[src/rtl/surf_cmd_receiver_if.sv]
// Decoded-command bundle between the CMD line receiver and the SURF readout controller.
// Carries the serial CMD input plus the strobes, held fields and error counters.
interface surf_cmd_receiver_if #(
    parameter int BUF_WIDTH     = 2,
    parameter int ID_WIDTH      = 32,
    parameter int ERR_CNT_WIDTH = 8
);
    logic                     CMD_i;
    logic                     digitize_o;
    logic                     clear_o;
    logic                     evid_reset_o;
    logic [BUF_WIDTH-1:0]     buffer_o;
    logic [ID_WIDTH-1:0]      event_id_o;
    logic                     parity_err_o;
    logic                     frame_err_o;
    logic [ERR_CNT_WIDTH-1:0] parity_err_cnt_o;
    logic [ERR_CNT_WIDTH-1:0] frame_err_cnt_o;
    logic                     busy_o;

    modport master (
        output CMD_i,
        input  digitize_o, clear_o, evid_reset_o, buffer_o, event_id_o,
        input  parity_err_o, frame_err_o, parity_err_cnt_o, frame_err_cnt_o, busy_o
    );

    modport slave (
        input  CMD_i,
        output digitize_o, clear_o, evid_reset_o, buffer_o, event_id_o,
        output parity_err_o, frame_err_o, parity_err_cnt_o, frame_err_cnt_o, busy_o
    );
endinterface

[src/rtl/surf_cmd_receiver.sv]
// SURF CMD-line deframer: serial frames -> command strobes, held buffer/ID, saturating error counts.
// Stop bit on CMD_i to strobe is 3 cycles; no backpressure, strobes are single-cycle and must be taken.
module surf_cmd_receiver #(
    parameter int BUF_WIDTH     = 2,
    parameter int ID_WIDTH      = 32,
    parameter int RESYNC_BITS   = 4,
    parameter int ERR_CNT_WIDTH = 8
) (
    input  logic               clk125_i,
    input  logic               rst_i,
    surf_cmd_receiver_if.slave cmd_if
);
    localparam int DATA_W = 2 + BUF_WIDTH + ID_WIDTH;
    localparam int CNT_W  = $clog2(DATA_W + 1);
    localparam int RS_W   = $clog2(RESYNC_BITS + 1);

    typedef enum logic [1:0] {IDLE, SHIFT, STOP, RESYNC} state_t;

    state_t                   state_q;
    logic [1:0]               sync_q;
    logic                     s;
    logic [CNT_W-1:0]         bit_cnt_q;
    logic [DATA_W-1:0]        pay_q;
    logic                     par_q;
    logic [RS_W-1:0]          rs_cnt_q;
    logic                     digitize_q, clear_q, evid_reset_q;
    logic                     parity_err_q, frame_err_q, busy_q;
    logic [BUF_WIDTH-1:0]     buffer_q;
    logic [ID_WIDTH-1:0]      event_id_q;
    logic [ERR_CNT_WIDTH-1:0] parity_err_cnt_q, parity_err_cnt_d;
    logic [ERR_CNT_WIDTH-1:0] frame_err_cnt_q, frame_err_cnt_d;
    logic [1:0]               typ;
    logic [BUF_WIDTH-1:0]     buf_fld;
    logic [ID_WIDTH-1:0]      id_fld;

    assign s       = sync_q[1];
    assign typ     = pay_q[DATA_W-1 -: 2];
    assign buf_fld = pay_q[ID_WIDTH +: BUF_WIDTH];
    assign id_fld  = pay_q[ID_WIDTH-1:0];

    assign parity_err_cnt_d = (&parity_err_cnt_q) ? parity_err_cnt_q
                                                  : parity_err_cnt_q + ERR_CNT_WIDTH'(1);
    assign frame_err_cnt_d  = (&frame_err_cnt_q) ? frame_err_cnt_q
                                                 : frame_err_cnt_q + ERR_CNT_WIDTH'(1);

    always_ff @(posedge clk125_i) begin
        if (rst_i) begin
            sync_q           <= '0;
            state_q          <= IDLE;
            bit_cnt_q        <= '0;
            pay_q            <= '0;
            par_q            <= 1'b0;
            rs_cnt_q         <= '0;
            digitize_q       <= 1'b0;
            clear_q          <= 1'b0;
            evid_reset_q     <= 1'b0;
            parity_err_q     <= 1'b0;
            frame_err_q      <= 1'b0;
            busy_q           <= 1'b0;
            buffer_q         <= '0;
            event_id_q       <= '0;
            parity_err_cnt_q <= '0;
            frame_err_cnt_q  <= '0;
        end else begin
            sync_q       <= {sync_q[0], cmd_if.CMD_i};
            digitize_q   <= 1'b0;
            clear_q      <= 1'b0;
            evid_reset_q <= 1'b0;
            parity_err_q <= 1'b0;
            frame_err_q  <= 1'b0;
            case (state_q)
                IDLE: begin
                    if (s) begin
                        state_q   <= SHIFT;
                        bit_cnt_q <= '0;
                        par_q     <= 1'b0;
                        busy_q    <= 1'b1;
                    end
                end
                SHIFT: begin
                    par_q     <= par_q ^ s;
                    bit_cnt_q <= bit_cnt_q + CNT_W'(1);
                    // The parity bit only feeds the accumulator; the payload keeps type/buffer/id.
                    if (bit_cnt_q == CNT_W'(DATA_W)) begin
                        state_q <= STOP;
                    end else begin
                        pay_q <= {pay_q[DATA_W-2:0], s};
                    end
                end
                STOP: begin
                    busy_q <= 1'b0;
                    if (s || typ == 2'b11) begin
                        frame_err_q     <= 1'b1;
                        frame_err_cnt_q <= frame_err_cnt_d;
                        rs_cnt_q        <= '0;
                        state_q         <= RESYNC;
                    end else begin
                        state_q <= IDLE;
                        if (par_q) begin
                            parity_err_q     <= 1'b1;
                            parity_err_cnt_q <= parity_err_cnt_d;
                        end else begin
                            case (typ)
                                2'b00: begin
                                    digitize_q <= 1'b1;
                                    buffer_q   <= buf_fld;
                                    event_id_q <= id_fld;
                                end
                                2'b01: begin
                                    clear_q  <= 1'b1;
                                    buffer_q <= buf_fld;
                                end
                                default: evid_reset_q <= 1'b1;
                            endcase
                        end
                    end
                end
                RESYNC: begin
                    // Only an unbroken run of idle bits re-arms start-bit detection.
                    if (s) begin
                        rs_cnt_q <= '0;
                    end else if (rs_cnt_q == RS_W'(RESYNC_BITS - 1)) begin
                        state_q <= IDLE;
                    end else begin
                        rs_cnt_q <= rs_cnt_q + RS_W'(1);
                    end
                end
                default: state_q <= IDLE;
            endcase
        end
    end

    assign cmd_if.digitize_o       = digitize_q;
    assign cmd_if.clear_o          = clear_q;
    assign cmd_if.evid_reset_o     = evid_reset_q;
    assign cmd_if.buffer_o         = buffer_q;
    assign cmd_if.event_id_o       = event_id_q;
    assign cmd_if.parity_err_o     = parity_err_q;
    assign cmd_if.frame_err_o      = frame_err_q;
    assign cmd_if.parity_err_cnt_o = parity_err_cnt_q;
    assign cmd_if.frame_err_cnt_o  = frame_err_cnt_q;
    assign cmd_if.busy_o           = busy_q;
endmodule

[src/flat_wrapper.sv]
// flat-port wrapper written by rule: the top's interface ports become plain ports
module surf_cmd_receiver_flat 
#(
    parameter int BUF_WIDTH     = 2,
    parameter int ID_WIDTH      = 32,
    parameter int RESYNC_BITS   = 4,
    parameter int ERR_CNT_WIDTH = 8
)
  (clk125_i, rst_i, cmd_if_CMD_i, cmd_if_digitize_o, cmd_if_clear_o, cmd_if_evid_reset_o, cmd_if_buffer_o, cmd_if_event_id_o, cmd_if_parity_err_o, cmd_if_frame_err_o, cmd_if_parity_err_cnt_o, cmd_if_frame_err_cnt_o, cmd_if_busy_o);
  surf_cmd_receiver_if #(.BUF_WIDTH(BUF_WIDTH), .ID_WIDTH(ID_WIDTH), .ERR_CNT_WIDTH(ERR_CNT_WIDTH)) cmd_if_i ();
  input  logic clk125_i;
  input  logic rst_i;
  input wire logic [$bits(cmd_if_i.CMD_i)-1:0] cmd_if_CMD_i;
  output wire logic [$bits(cmd_if_i.digitize_o)-1:0] cmd_if_digitize_o;
  output wire logic [$bits(cmd_if_i.clear_o)-1:0] cmd_if_clear_o;
  output wire logic [$bits(cmd_if_i.evid_reset_o)-1:0] cmd_if_evid_reset_o;
  output wire logic [$bits(cmd_if_i.buffer_o)-1:0] cmd_if_buffer_o;
  output wire logic [$bits(cmd_if_i.event_id_o)-1:0] cmd_if_event_id_o;
  output wire logic [$bits(cmd_if_i.parity_err_o)-1:0] cmd_if_parity_err_o;
  output wire logic [$bits(cmd_if_i.frame_err_o)-1:0] cmd_if_frame_err_o;
  output wire logic [$bits(cmd_if_i.parity_err_cnt_o)-1:0] cmd_if_parity_err_cnt_o;
  output wire logic [$bits(cmd_if_i.frame_err_cnt_o)-1:0] cmd_if_frame_err_cnt_o;
  output wire logic [$bits(cmd_if_i.busy_o)-1:0] cmd_if_busy_o;
  assign cmd_if_i.CMD_i = cmd_if_CMD_i;
  assign cmd_if_digitize_o = cmd_if_i.digitize_o;
  assign cmd_if_clear_o = cmd_if_i.clear_o;
  assign cmd_if_evid_reset_o = cmd_if_i.evid_reset_o;
  assign cmd_if_buffer_o = cmd_if_i.buffer_o;
  assign cmd_if_event_id_o = cmd_if_i.event_id_o;
  assign cmd_if_parity_err_o = cmd_if_i.parity_err_o;
  assign cmd_if_frame_err_o = cmd_if_i.frame_err_o;
  assign cmd_if_parity_err_cnt_o = cmd_if_i.parity_err_cnt_o;
  assign cmd_if_frame_err_cnt_o = cmd_if_i.frame_err_cnt_o;
  assign cmd_if_busy_o = cmd_if_i.busy_o;
  surf_cmd_receiver #(.BUF_WIDTH(BUF_WIDTH), .ID_WIDTH(ID_WIDTH), .RESYNC_BITS(RESYNC_BITS), .ERR_CNT_WIDTH(ERR_CNT_WIDTH)) u_core (.clk125_i(clk125_i), .rst_i(rst_i), .cmd_if(cmd_if_i));
endmodule
[config.mk]
export PLATFORM = sky130hd
export DESIGN_NAME = surf_cmd_receiver_flat
export DESIGN_NICKNAME = d
export VERILOG_FILES = /design/src/rtl/surf_cmd_receiver_if.sv /design/src/rtl/surf_cmd_receiver.sv /design/src/flat_wrapper.sv
export SDC_FILE = /design/constraint.sdc
export NUM_CORES = 1
export LEC_CHECK = 0
export BUFFER_PORTS_ARGS = -buffer_cell sky130_fd_sc_hd__buf_2
export CAP_MARGIN = 25
export CORE_MARGIN = 2
export CORE_UTILIZATION = 56
export DETAILED_ROUTE_END_ITERATION = 12
export PLACE_DENSITY = 0.82
export SLEW_MARGIN = 20
export SYNTH_ARGS = -nofsm -noshare
export SYNTH_HDL_FRONTEND = slang
export SYNTH_SLANG_ARGS = --single-unit
[constraint.sdc]
create_clock -name clk125_i -period 2.5 [get_ports clk125_i]
set_clock_uncertainty 0.2 [all_clocks]
set_input_delay 0.375 -clock clk125_i [delete_from_list [all_inputs] [get_ports clk125_i]]
set_output_delay 0.375 -clock clk125_i [all_outputs]
set_load 0.01 [all_outputs]
After elaboration in Yosys (flattened, before gate mapping)

Cells that the tools add are included.

Register bits: 106
Input bits: 3
Output and inout port bits: 56
Word-level logic and storage cells: 82

Add/sub/neg operators: 4
Equal/unequal tests: 13
Mux-type cells: 21
Bitwise logic cells: 7
Reduce and logical (&&, ||, !) cells: 21

Operators by type and width:

| kind                  | count |
|---|---|
| $add A8 B1 Y8 const B | 2 |
| $reduce_and A4 Y1     | 4 |
| $reduce_and A8 Y1     | 2 |
| $pmux W6 S2           | 1 |
| $mux W2               | 5 |
| $mux W3               | 3 |
| $ne A2 B1 Y1 const B  | 4 |
| $pmux W2 S4           | 1 |
| $mux W1               | 7 |
| $add A6 B1 Y6 const B | 1 |
| $eq A2 B2 Y1 const B  | 3 |
| $eq A6 B6 Y1 const B  | 1 |
| $mux W6               | 1 |
| $not A1 Y1            | 6 |
| $pmux W3 S2           | 1 |
| $reduce_and A2 Y1     | 3 |
| $reduce_and A3 Y1     | 2 |
| $reduce_bool A2 Y1    | 3 |
| $eq A2 B1 Y1 const B  | 2 |
| $logic_not A2 Y1      | 2 |
| $pmux W1 S2           | 2 |
| $reduce_or A2 Y1      | 2 |
| $reduce_or A4 Y1      | 1 |
| $add A3 B1 Y3 const B | 1 |
| 6 further kinds       | 6 |

Longest topological paths before layout

Depth after elaboration: 4
Gate-level depth with buffers: 7
Depth with buffers taken out: 6

Least setup slack after synthesis

OpenSTA, ideal clock, no wires.

Path type: register -> register
From: register u_core.bit_cnt_q[0]
To: register u_core.pay_q[18]
Library setup time: 0.128 ns
Arrival: 1.461 ns
Data required time: 2.172 ns
Path slack: 0.711 ns
Cell stages (with the launch flop): 8
Path buffers: 2
Period minus slack after synthesis: 1.789 ns
Cell sequence: dfxtp_1 inv_1 ha_1 a31oi_1 buf_2 buf_2 mux2i_1 nor2_1

Word-level cells in the longest chain between the ends: 3

RTL lines:

| what                               | RTL line                | RTL |
|---|---|---|
| start: declaration                 | surf_cmd_receiver.sv:22 | `logic [CNT_W-1:0] bit_cnt_q;` |
| start signal: assignment           | surf_cmd_receiver.sv:82 | `bit_cnt_q <= bit_cnt_q + CNT_W'(1);` |
| $eq A6 B6 Y1                       | surf_cmd_receiver.sv:84 | `if (bit_cnt_q == CNT_W'(DATA_W)) begin` |
| $not A1 Y1 (no source line)        | --                      |  |
| $reduce_and A2 Y1 (no source line) | --                      |  |
| end signal: assignment             | surf_cmd_receiver.sv:87 | `pay_q <= {pay_q[DATA_W-2:0], s};` |
| end: declaration                   | surf_cmd_receiver.sv:23 | `logic [DATA_W-1:0] pay_q;` |

No other way between the ends.
A chain may end at the register's enable or synchronous reset.

Worst setup path in the final report

From: register u_core.frame_err_cnt_q[0], in the netlist u_core.cmd_if.frame_err_cnt_o[0]
To: register u_core.frame_err_cnt_q[6], in the netlist u_core.cmd_if.frame_err_cnt_o[6]

Word-level cells in the longest chain between the ends: 3
Elaborated cells on any way between the ends: 4
Classes of those cells: 1 x add/sub; 1 x bitwise; 2 x reduce/logical

RTL lines:

| what                                                  | RTL line                | RTL |
|---|---|---|
| start: declaration                                    | surf_cmd_receiver.sv:31 | `logic [ERR_CNT_WIDTH-1:0] frame_err_cnt_q, frame_err_cnt_d;` |
| start signal: assignment                              | surf_cmd_receiver.sv:94 | `frame_err_cnt_q <= frame_err_cnt_d;` |
| branches (longest 3 deep; another with $add A8 B1 Y8) | --                      |  |

Parallel ways; which one is timed is not known.

==> summary.md <==
| Metric | Value |
|---|---|
| Post-synth EDFFs | `0` |
| Synth Cell Area | `4153 µm²` |
| Port buffer count | `58` |
| Crit path capture type | `register` |
| Tmin final | `2.030 ns` |
| # nets final | `509` |
| Seq cells post-synth | `106` |
| Cell variety after synth | `50` |
| Vias per cell | `5.411` |
| Worst-Skew Late Latency | `0.37 ns` |
| Postcts setup bufs | `0` |
| Synth area leader | `dfxtp_1` |
| Layout cells sized above 1 | `17.62%` |
| Post-synthesis async set-or-reset flop share | `0%` |
| CTS Root Cell | `clkbuf_8` |
| Worst Path Arrival | `2.11 ns` |
| Combinational share of power | `2.9%` |
| Crit path kind | `reg2reg` |
| RSZ-0062 raised after global routing | `no` |
| Ports | `59` |
| Die Y | `90.12 µm` |
| Vias in the first global route | `3,033` |
| Top FF cell, synth | `dfxtp_1` |
| Die ar. | `8121 µm²` |
| DRT iter0 DRCs | `151` |
| Ant. Diodes | `0` |
| DRT Pass-1 Iters | `4` |
| Gate Count Post-Synth | `453` |
| Detailed Route WL | `7727 µm` |
| Switching Fraction | `23.14%` |
| Reg power frac | `61.5%` |
| Yosys warnings | `0` |
| Slew of the pin with the lowest slew margin | `0.5601 ns` |
| Mean post-synth cell area | `9.167 µm²` |
| CTS tree | `done` |
| Ranking of synthesized cells by area | `dfxtp_1, mux2i_1, nand2_1, nor2_1, a21oi_1` |
| Post-DP HPWL | `5084 µm` |
| Max-cap violations | `0` |
| GRT overflow | `0` |
| Pwr per Cell Area | `587.0 nW/µm²` |
| Worst min path class | `in2reg` |
| P_int | `0.002125 W` |
| Peak VDD IR | `0.4930 mV` |
| H-tree Lvls | `3` |
| Leakage | `1.830 nW` |
| Drt drc | `0` |
| Antenna Nets Post-Route | `0` |
| Initial antenna violation count | `0` |
| Finish-stage setup viols | `0` |
| Post-CTS sizing | `0` |
| Clk buf depth | `2` |
| Clk sinks | `106` |
| CP Max Fanout | `6` |
| WP data required | `2.58 ns` |
| Setup TNS | `0 ns` |
| FMAX | `492.6 MHz` |
| Vias | `3,268` |
| Initial Util | `57.56%` |
| Syn-to-layout area delta | `13.44%` |
| Worst setup SP type | `register` |
| Routability cong. | `0.8030` |
| Post-synth top area share | `51.10%` |
| Core box area | `7214 µm²` |
| Syn_nets | `462` |
| Min Hold Slack | `0.03870 ns` |
| Total GRT Usage | `19.48%` |
| Worst rel slew slack | `62.44%` |
| Register area share after synthesis | `51.10%` |
| Placed cell area | `4523 µm²` |
| Clk slew on worst S/H paths | `0.09 ns` |
| Largest net degree at the start of global routing | `101` |
| Cts bufs inserted | `9` |
| Outcome | `completed` |
| Final core occ | `65.30%` |
| Die width | `90.12 µm` |
| Slew Limit Fails | `0` |
| First-pass GRT wire length | `13,290 µm` |
| Final Hold Fails | `0` |
| Final period utilization | `81.21%` |
| Drt wl/cell | `12.79 µm` |
| Clock share of power | `35.6%` |
| Cell Rows | `31` |
| Filler instances | `588` |
| # hold bufs at CTS | `0` |
| Sw Pwr | `0.0006399 W` |
| Final instance area | `4711 µm²` |
Yosys cell counts, types with 3 or more instances:
library cell and n:
mux2_2 3, dfxtp_1 106, buf_2 9, nor2_1 61
o31ai_1 4, a31oi_1 3, nand4_1 3, a211oi_1 7
inv_1 10, and3_1 5, nor3_1 4, nand3_1 12
mux2i_1 42, a21oi_1 39, nor2b_1 4, ha_1 6
buf_1 4, nand2_1 73, o41ai_1 4, clkbuf_1 12
a22oi_1 4, nand2b_1 3
power groups by stage:
stage               clock network (W)   logic, W  registers, W
floorplan                           0  0.0000672       0.00173
global placement                    0  0.0000810       0.00174
detailed placement                  0  0.0000820       0.00174
CTS                           0.00101  0.0000820       0.00170
global route                  0.00109  0.0000890       0.00170
finish                       0.000984  0.0000815       0.00170
placed cells by master (no fill, tap or decap), types with 5 or more instances in the layout:
master,Yosys,final
and3_1,5,5
dfxtp_1,106,106
ha_1,6,6
nor2_1,61,61
clkbuf_8,0,10
buf_2,9,58
mux2i_1,42,42
nand3_1,12,12
inv_1,10,10
nand2_1,73,73
a21oi_1,39,39
a211oi_1,7,7
worst paths after layout:
kind / from / endpoint / slack (ns) / depth (start not counted)
min reg2reg: u_core.cmd_if.event_id_o[18]$_SDFFE_PP0P_ / u_core.cmd_if.event_id_o[18]$_SDFFE_PP0P_ / 0.25 / 2
max: u_core.cmd_if.frame_err_cnt_o[0]$_SDFFE_PP0P_ / u_core.cmd_if.frame_err_cnt_o[6]$_SDFFE_PP0P_ / 0.47 / 5
max reg2reg: u_core.cmd_if.frame_err_cnt_o[0]$_SDFFE_PP0P_ / u_core.cmd_if.frame_err_cnt_o[6]$_SDFFE_PP0P_ / 0.47 / 5
min: cmd_if_CMD_i / u_core.sync_q[0]$_SDFF_PP0_ / 0.04 / 2
stage by stage:
step           setup slack (ns)  cells  power [W]
2_1_floorplan            0.7113    453   0.001802
3_3_place_gp             0.5773    588   0.001820
3_5_place_dp             0.5160    588   0.001821
4_1_cts                  0.4897    604   0.002789
5_1_grt                  0.3379    604   0.002878
6_report                 0.4698    604   0.002765
routing by layer:
layer	GRT usage [%]	vias to the layer above	wire length (µm)
met5	0	-	0
met4	7.051	0	125
met3	4.526	12	278
met2	32.64	61	3656
met1	24.64	1539	3667
li1	-	1656	-
layout make-up:
type	count	area, µm²	share of cell area (%)
Multi-Input combinational cell	310	1887	40.05
Sequential cell	106	2122	45.05
Tap cell	99	123.9	2.629
Timing Repair Buffer	63	352.8	7.490
Inverter	10	37.54	0.7968
Clock inverter	5	46.29	0.9827
Clock buffer	11	141.4	3.001
logic make-up (layout without fill, tap and decap cells):
logic type | Yosys count | count (layout) | share of synthesized area, %
adders and majority gates | 6 | 6 | 1.808
AOI/OAI and AO/OA | 75 | 75 | 11.93
muxes | 45 | 45 | 10.94
DFF | 106 | 106 | 51.10
buffers and inverters | 37 | 89 | 3.826
xor gates and xnor gates | 1 | 1 | 0.2109
and+or+nand+nor | 183 | 183 | 20.19
registers in the layout, summed over array words and instances (netlist names), 2 cells and up:
name,cells
u_core.sync_q,2
u_core.pay_q,36
u_core.cmd_if.buffer_o,2
u_core.cmd_if.frame_err_cnt_o,8
u_core.state_q,2
u_core.rs_cnt_q,3
u_core.bit_cnt_q,6
u_core.cmd_if.event_id_o,32
u_core.cmd_if.parity_err_cnt_o,8
worst max-delay path: stages, from the launching register on:
cell and delay, ns:
dfxtp_1 0.41, ha_1 0.28, and3_1 0.20, nor3b_1 0.47
a31oi_1 0.15, a211oi_1 0.24
(Power assumes the default switching activity.)
